[src/rtl/ds2_responder.sv]
// DualShock2 pad emulator: answers a DS2 host poll with ID, 0x5A and button (and stick) bytes.
// Define DS2_ANALOG_EN for the analog-mode frame (ID 0x73, four stick bytes appended).
module ds2_responder #(
    parameter int ACK_DELAY = 8,
    parameter int ACK_WIDTH = 16
) (
    input  logic       clk,
    input  logic       rst,
    input  logic       ds2_att,
    input  logic       ds2_clk,
    input  logic       ds2_cmd,
    output logic       ds2_dat,
    output logic       ds2_ack,
    input  logic [15:0] keys,
    input  logic [7:0] stick_lx,
    input  logic [7:0] stick_ly,
    input  logic [7:0] stick_rx,
    input  logic [7:0] stick_ry,
    output logic [7:0] cmd_byte,
    output logic       cmd_strobe,
    output logic       poll_done
);

`ifdef DS2_ANALOG_EN
    localparam logic [7:0] ID = 8'h73;
    localparam int         N  = 9;
`else
    localparam logic [7:0] ID = 8'h41;
    localparam int         N  = 5;
    logic unused_sticks;
    assign unused_sticks = ^{stick_lx, stick_ly, stick_rx, stick_ry};
`endif

    typedef enum logic [2:0] {IDLE, XFER, ACK_WAIT, ACK, DONE} state_t;

    state_t      state, state_n;
    logic [2:0]  att_q, clk_q;
    logic [1:0]  cmd_q;
    logic [2:0]  bitcnt;
    logic [3:0]  idx;
    logic [7:0]  rx, rx_n, tx_byte;
    logic [15:0] cnt;
    logic [15:0] keys_l;
    logic [7:0]  lx_l, ly_l, rx_l, ry_l;
    logic        frame_ok;
    logic        att_rise, att_fall, clk_rise, clk_fall, last_bit, hdr_bad;

    // Button bytes go out with the first-listed button in bit 0 (wire order),
    // i.e. the reverse of the keys bit order, and active low.
    function automatic logic [7:0] btn_byte(input logic [7:0] v);
        for (int i = 0; i < 8; i++) btn_byte[i] = ~v[7-i];
    endfunction

    always_ff @(posedge clk or posedge rst) begin
        if (rst) begin
            att_q <= 3'b111;
            clk_q <= 3'b111;
            cmd_q <= 2'b11;
        end else begin
            att_q <= {att_q[1:0], ds2_att};
            clk_q <= {clk_q[1:0], ds2_clk};
            cmd_q <= {cmd_q[0], ds2_cmd};
        end
    end

    assign att_rise = att_q[1] & ~att_q[2];
    assign att_fall = ~att_q[1] & att_q[2];
    assign clk_rise = clk_q[1] & ~clk_q[2];
    assign clk_fall = ~clk_q[1] & clk_q[2];
    assign rx_n     = {cmd_q[1], rx[7:1]};
    assign last_bit = clk_rise && (bitcnt == 3'd7);
    assign hdr_bad  = ((idx == 4'd0) && (rx_n != 8'h01)) || ((idx == 4'd1) && (rx_n != 8'h42));

    always_comb begin
        tx_byte = 8'hFF;
        case (idx)
            4'd1: tx_byte = ID;
            4'd2: tx_byte = 8'h5A;
            4'd3: tx_byte = btn_byte(keys_l[7:0]);
            4'd4: tx_byte = btn_byte(keys_l[15:8]);
`ifdef DS2_ANALOG_EN
            4'd5: tx_byte = rx_l;
            4'd6: tx_byte = ry_l;
            4'd7: tx_byte = lx_l;
            4'd8: tx_byte = ly_l;
`endif
            default: tx_byte = 8'hFF;
        endcase
    end

    always_comb begin
        state_n = state;
        case (state)
            IDLE:     if (att_fall) state_n = XFER;
            XFER:     if (last_bit) state_n = (hdr_bad || idx == 4'(N-1)) ? DONE : ACK_WAIT;
            ACK_WAIT: if (cnt == 16'(ACK_DELAY-1)) state_n = ACK;
            ACK:      if (cnt == 16'(ACK_WIDTH-1)) state_n = XFER;
            default:  state_n = state;
        endcase
        // ATT high always ends the frame, whatever the state
        if (att_rise) state_n = IDLE;
    end

    always_ff @(posedge clk or posedge rst) begin
        if (rst) begin
            state      <= IDLE;
            bitcnt     <= '0;
            idx        <= '0;
            rx         <= '0;
            cnt        <= '0;
            ds2_dat    <= 1'b1;
            ds2_ack    <= 1'b1;
            cmd_byte   <= '0;
            cmd_strobe <= 1'b0;
            poll_done  <= 1'b0;
            frame_ok   <= 1'b0;
            keys_l     <= '0;
            lx_l       <= 8'h80;
            ly_l       <= 8'h80;
            rx_l       <= 8'h80;
            ry_l       <= 8'h80;
        end else begin
            state      <= state_n;
            cmd_strobe <= 1'b0;
            poll_done  <= 1'b0;
            ds2_ack    <= (state_n != ACK);
            cnt        <= (state_n != state) ? 16'd0 : cnt + 16'd1;
            case (state)
                IDLE: begin
                    bitcnt   <= '0;
                    idx      <= '0;
                    frame_ok <= 1'b0;
                    if (att_fall) begin
                        keys_l <= keys;
                        lx_l   <= stick_lx;
                        ly_l   <= stick_ly;
                        rx_l   <= stick_rx;
                        ry_l   <= stick_ry;
                    end
                end
                XFER: begin
                    if (clk_fall) ds2_dat <= tx_byte[bitcnt];
                    if (clk_rise) begin
                        rx     <= rx_n;
                        bitcnt <= bitcnt + 3'd1;
                    end
                    if (last_bit) begin
                        cmd_byte   <= rx_n;
                        cmd_strobe <= 1'b1;
                        if (!hdr_bad && idx == 4'(N-1)) frame_ok <= 1'b1;
                    end
                end
                ACK: if (state_n == XFER && idx != 4'(N-1)) idx <= idx + 4'd1;
                DONE: if (att_rise && frame_ok) poll_done <= 1'b1;
                default: ;
            endcase
            if (state_n == DONE || state_n == IDLE) ds2_dat <= 1'b1;
        end
    end

endmodule
[config.mk]
export PLATFORM = sky130hd
export DESIGN_NAME = ds2_responder
export DESIGN_NICKNAME = d
export VERILOG_FILES = /design/src/rtl/ds2_responder.sv
export SDC_FILE = /design/constraint.sdc
export NUM_CORES = 1
export LEC_CHECK = 0
export CAP_MARGIN = 20
export CORE_UTILIZATION = 45
export CTS_CLUSTER_DIAMETER = 40
export DETAILED_ROUTE_END_ITERATION = 12
export MAX_ROUTING_LAYER = met4
export PLACE_DENSITY = 0.8
export SLEW_MARGIN = 20
export SYNTH_ARGS = -nofsm -noshare
export SYNTH_HDL_FRONTEND = slang
export SYNTH_SLANG_ARGS = --single-unit
[constraint.sdc]
create_clock -name clk -period 2.35 [get_ports clk]
set_input_delay 0.705 -clock clk [delete_from_list [all_inputs] [get_ports clk]]
set_output_delay 0.705 -clock clk [all_outputs]
set_load 0.02 [all_outputs]
==> flow_metrics.env <==
export IMPL_post_synth_cell_area_avg_um2=11.0
export IMPL_timing_slew_headroom_pct=64.1
export IMPL_peakVddDrop_uv=452
export IMPL_synth_top_cell_by_area="sky130_fd_sc_hd__dfrtp_1"
export IMPL_synth_adder_area_share_pct=2.70
export IMPL_hp_class="reg -> reg"
export IMPL_clk_path_buf_depth=2
export IMPL_floorplan_initialDensity_pct=47.3
export IMPL_global_route_wire_length_before_repair_um=12000
export IMPL_later_pin_clock_latency_in_the_skew_report_ns=0.36
export IMPL_synth_simple_gate_area_share_pct=19.5
export IMPL_crit_path_start_kind="register"
export IMPL_sw_power_uw=820
export IMPL_wire_length_per_cell_um=15.1
export IMPL_synthFlopType="sky130_fd_sc_hd__dfrtp_1"
export IMPL_std_cell_rows=30
export IMPL_power_leakage_uw=0.00182
export IMPL_p_clk_share_pct=31.4
export IMPL_drive_above_1_share_pct=28.0
export IMPL_cp_num_buf_inv=2
export IMPL_cts_made_buffers=9
export IMPL_synth_cells=295
export IMPL_synth_area_top_cells="sky130_fd_sc_hd__dfrtp_1 46%, sky130_fd_sc_hd__dfstp_2 8.1%, sky130_fd_sc_hd__mux2_2 8.0%, sky130_fd_sc_hd__nand2_1 4.5%, sky130_fd_sc_hd__nor2_1 2.8%"
export IMPL_coreArea_um2=6870
export IMPL_design_die_area_um2=7560
export IMPL_worst_clock_skew_ns=0.0148
export IMPL_grt_pass1_vias=2562
export IMPL_setup_repair_after_global_routing_missed_its_margin="true"
export IMPL_routed_via_count=2480
export IMPL_async_set_reset_flop_share_out_of_synthesis_pct=100
export IMPL_post_layout_nonfiller_instances=464
export IMPL_ys_ff_latch=70
export IMPL_post_route_drc_count=0
export IMPL_p_seq_share_pct=51.5
export IMPL_clkSinkCount=70
export IMPL_cts_htree_levels=3
export IMPL_dominant_combinational_cell_family_by_area_after_synthesis="simple AND/OR/NAND/NOR gates"
export IMPL_fin_setup_tns_ns=0
export IMPL_critical_path_max_stage_delay_ns=0.49
export IMPL_critical_path_required_ns=2.64
export IMPL_grt_overflow_total=0
export IMPL_final_period_utilization_pct=97.2
export IMPL_area_of_the_mapped_netlist_um2=3250
export IMPL_hold_worst_slack_ns=0.358
export IMPL_synth_top_area_share_pct=46.2
export IMPL_clk_root_buf="sky130_fd_sc_hd__clkbuf_8"
export IMPL_place_port_buffers=32
export IMPL_ys_warnings_count=0
export IMPL_tritoncts="done"
export IMPL_cp_data_arrival_time_ns=2.57
export IMPL_fillerInstances=569
export IMPL_floorplan_die_height_um=87.0
export IMPL_run_status="completed"
export IMPL_layout_min_cycle_time_ns=2.29
export IMPL_cpLargestDelayFamily="simple AND/OR/NAND/NOR gates"
export IMPL_post_drt_via_cell_ratio=5.34
export IMPL_cp_cell_sequence="inv_1, ha_1, buf_4, o221a_1, nor4_4, or3_4, or4_4, a21oi_2"
export IMPL_endpoint_kind="register"
export IMPL_worst_slew_pin_slew_ns=0.537
export IMPL_boundaryPins=65
export IMPL_comb_power_share_pct=17.1
export IMPL_number_of_synthesized_flops_with_an_enable_pin=0
export IMPL_timing_final_max_slew_violations=0
export IMPL_worst_path_max_delay_cell="sky130_fd_sc_hd__or4_4"
export IMPL_number_of_antenna_violations_at_the_first_check_in_global_routing=0
export IMPL_clk_pin_slew_worst_paths_ns=0.08
export IMPL_dr_pass1_iters=4
export IMPL_max_cap_violations=0
export IMPL_yosys_mux_area_fraction_pct=7.97
export IMPL_maximum_number_of_pins_on_one_net_before_global_route_repair=71
export IMPL_dp_final_hpwl_um=4850
export IMPL_switching_share_pct=28.3
export IMPL_worst_path_max_fanout=4
export IMPL_startpoint_to_endpoint_class_of_the_critical_path="reg -> reg"
export IMPL_syn_nets=355
export IMPL_final_nets=423
export IMPL_post_place_cells=447
export IMPL_multi_input_area_um2=1460
export IMPL_die_w_um=87.0
export IMPL_final_hold_violation_count=0
export IMPL_initialDrtViolationCount=169
export IMPL_antenna_diode_count=0
export IMPL_setup_viol_count_final=0
export IMPL_yosysUniqueCellTypes=52
export IMPL_p_per_area_nw_per_um2=697
export IMPL_ff_latch_area_um2=1770
export IMPL_area_growth_synth_to_final_pct=28.1
export IMPL_totalWireLength_um=7020
export IMPL_postCtsHoldBufs=0
export IMPL_drtAntennaViolNets=0
export IMPL_synth_compound_gate_area_share_pct=9.36
export IMPL_max_clk_rate_mhz=438
export IMPL_power_internal_uw=2080
export IMPL_grt_usage_pct=21.5
export IMPL_gp_congestion=0.905
export IMPL_synth_sequential_area_ratio_pct=54.3
export IMPL_synth_xor_xnor_area_share_pct=3.77
-- timing repair --
| action | CTS | global route |
|---|---|---|
| setup endpoints to repair | 21 | 4 |
| buffers inserted | 0 | 1 |
| pin swaps | 1 | 4 |
| resized for setup | 2 | 11 |
-- metal layers --
layer  track usage (%)  vias to the layer above  part of all wire, %
met4              10.2                        0                  2.4
li1                  -                     1187                    -
met5                 -                        -                    0
met3              5.97                       22                  4.1
met1              26.7                     1211                   46
met2              32.5                       60                   47
-- cell type report --
class,instances,area share (%)
Timing Repair Buffer,64,14.1
Clock inverter,5,1.02
Inverter,12,1.17
Tap cell,96,2.89
Clock buffer,11,3.40
Sequential cell,70,42.4
Multi-Input combinational cell,206,35.0
-- cell usage in the layout (no fill, tap or decap), types with 6 or more instances in the layout --
cell	instances
sky130_fd_sc_hd__mux2_2	23
sky130_fd_sc_hd__clkdlybuf4s50_1	32
sky130_fd_sc_hd__clkbuf_8	10
sky130_fd_sc_hd__o21ai_0	11
sky130_fd_sc_hd__dfstp_2	10
sky130_fd_sc_hd__nor2b_1	6
sky130_fd_sc_hd__nand3_1	10
sky130_fd_sc_hd__ha_1	6
sky130_fd_sc_hd__nor2_1	23
sky130_fd_sc_hd__dfrtp_1	59
sky130_fd_sc_hd__inv_1	10
sky130_fd_sc_hd__buf_4	30
sky130_fd_sc_hd__xor2_1	9
sky130_fd_sc_hd__nand2_1	39
-- registers in the layout (all words and copies together) (netlist names) --
name / flops
att_q: 3
bitcnt: 3
clk_q: 3
cmd_byte: 8
cmd_q: 2
cmd_strobe: 1
cnt: 16
ds2_ack: 1
ds2_dat: 1
frame_ok: 1
idx: 4
keys_l: 16
poll_done: 1
rx: 7
state: 3
-- power by group through the flow --
stage	clock network [µW]	registers [µW]	logic (µW)
floorplan	0	1490	298
global placement	0	1510	468
detailed placement	0	1520	486
CTS	926	1490	489
global route	981	1520	555
finish	910	1490	496
-- through the flow --
step / util, % / instance area (µm²) / setup WS [ns] / power, µW
6_report: 60.6 / 4160 / 0.0648 / 2900
5_1_grt: 60.6 / 4160 / -0.0287 / 3060
4_1_cts: 59.8 / 4110 / 0.00271 / 2910
3_5_place_dp: 57.0 / 3920 / -0.0898 / 2000
3_3_place_gp: 57.0 / 3920 / 0.0101 / 1970
2_1_floorplan: - / 3250 / 0.0942 / 1790
-- worst register-to-register path, delay by kind of cell (launching register included) --
family	cells	cell delay, ns
DFF	1	0.39
buffers and inverters	2	0.23
adders and majority gates	1	0.19
AOI/OAI and AO/OA	2	0.43
and+or+nand+nor	3	0.99
-- cells by family (layout without fill, tap and decap cells) --
| logic type | after synthesis | count (layout) |
|---|---|---|
| and+or+nand+nor | 119 | 119 |
| DFF | 70 | 70 |
| AOI/OAI and AO/OA | 43 | 43 |
| muxes | 23 | 23 |
| buffers and inverters | 19 | 92 |
| xor gates and xnor gates | 14 | 14 |
| adders and majority gates | 7 | 7 |
-- worst paths after layout --
| path | start | endpoint | slack, ns | cells after the start |
|---|---|---|---|---|
| max in group asynchronous | rst | ds2_dat | 1.23 | 3 |
| worst max-delay path | idx[0] | idx[3] | 0.06 | 8 |
| min in group asynchronous | rst | cnt[3] | 0.80 | 3 |
| worst min-delay path | att_q[0] | att_q[1] | 0.36 | 0 |
| worst max register to register | idx[0] | idx[3] | 0.06 | 8 |
| worst min register to register | att_q[0] | att_q[1] | 0.36 | 0 |
-- cells in the mapped netlist, drive strengths merged (2+ instances only) --
| master | number |
|---|---|
| nand3 | 11 |
| nor2b | 7 |
| xnor2 | 5 |
| nor2 | 24 |
| xor2 | 9 |
| o21a | 2 |
| or4 | 3 |
| a21oi | 3 |
| o2111ai | 2 |
| mux2 | 23 |
| nor3 | 6 |
| o31ai | 2 |
| or2 | 2 |
| dfrtp | 60 |
| nand3b | 2 |
| nor4 | 5 |
| a211oi | 3 |
| o221ai | 4 |
| o22ai | 3 |
| dfstp | 10 |
| nand4 | 6 |
| o311ai | 2 |
| buf | 4 |
| nand2b | 4 |
| clkbuf | 3 |
| and3 | 5 |
| inv | 11 |
| nand2 | 39 |
| o21ai | 13 |
| nand4b | 2 |
| o211ai | 2 |
| ha | 7 |
Note: power is estimated with default switching activity, not from simulation.
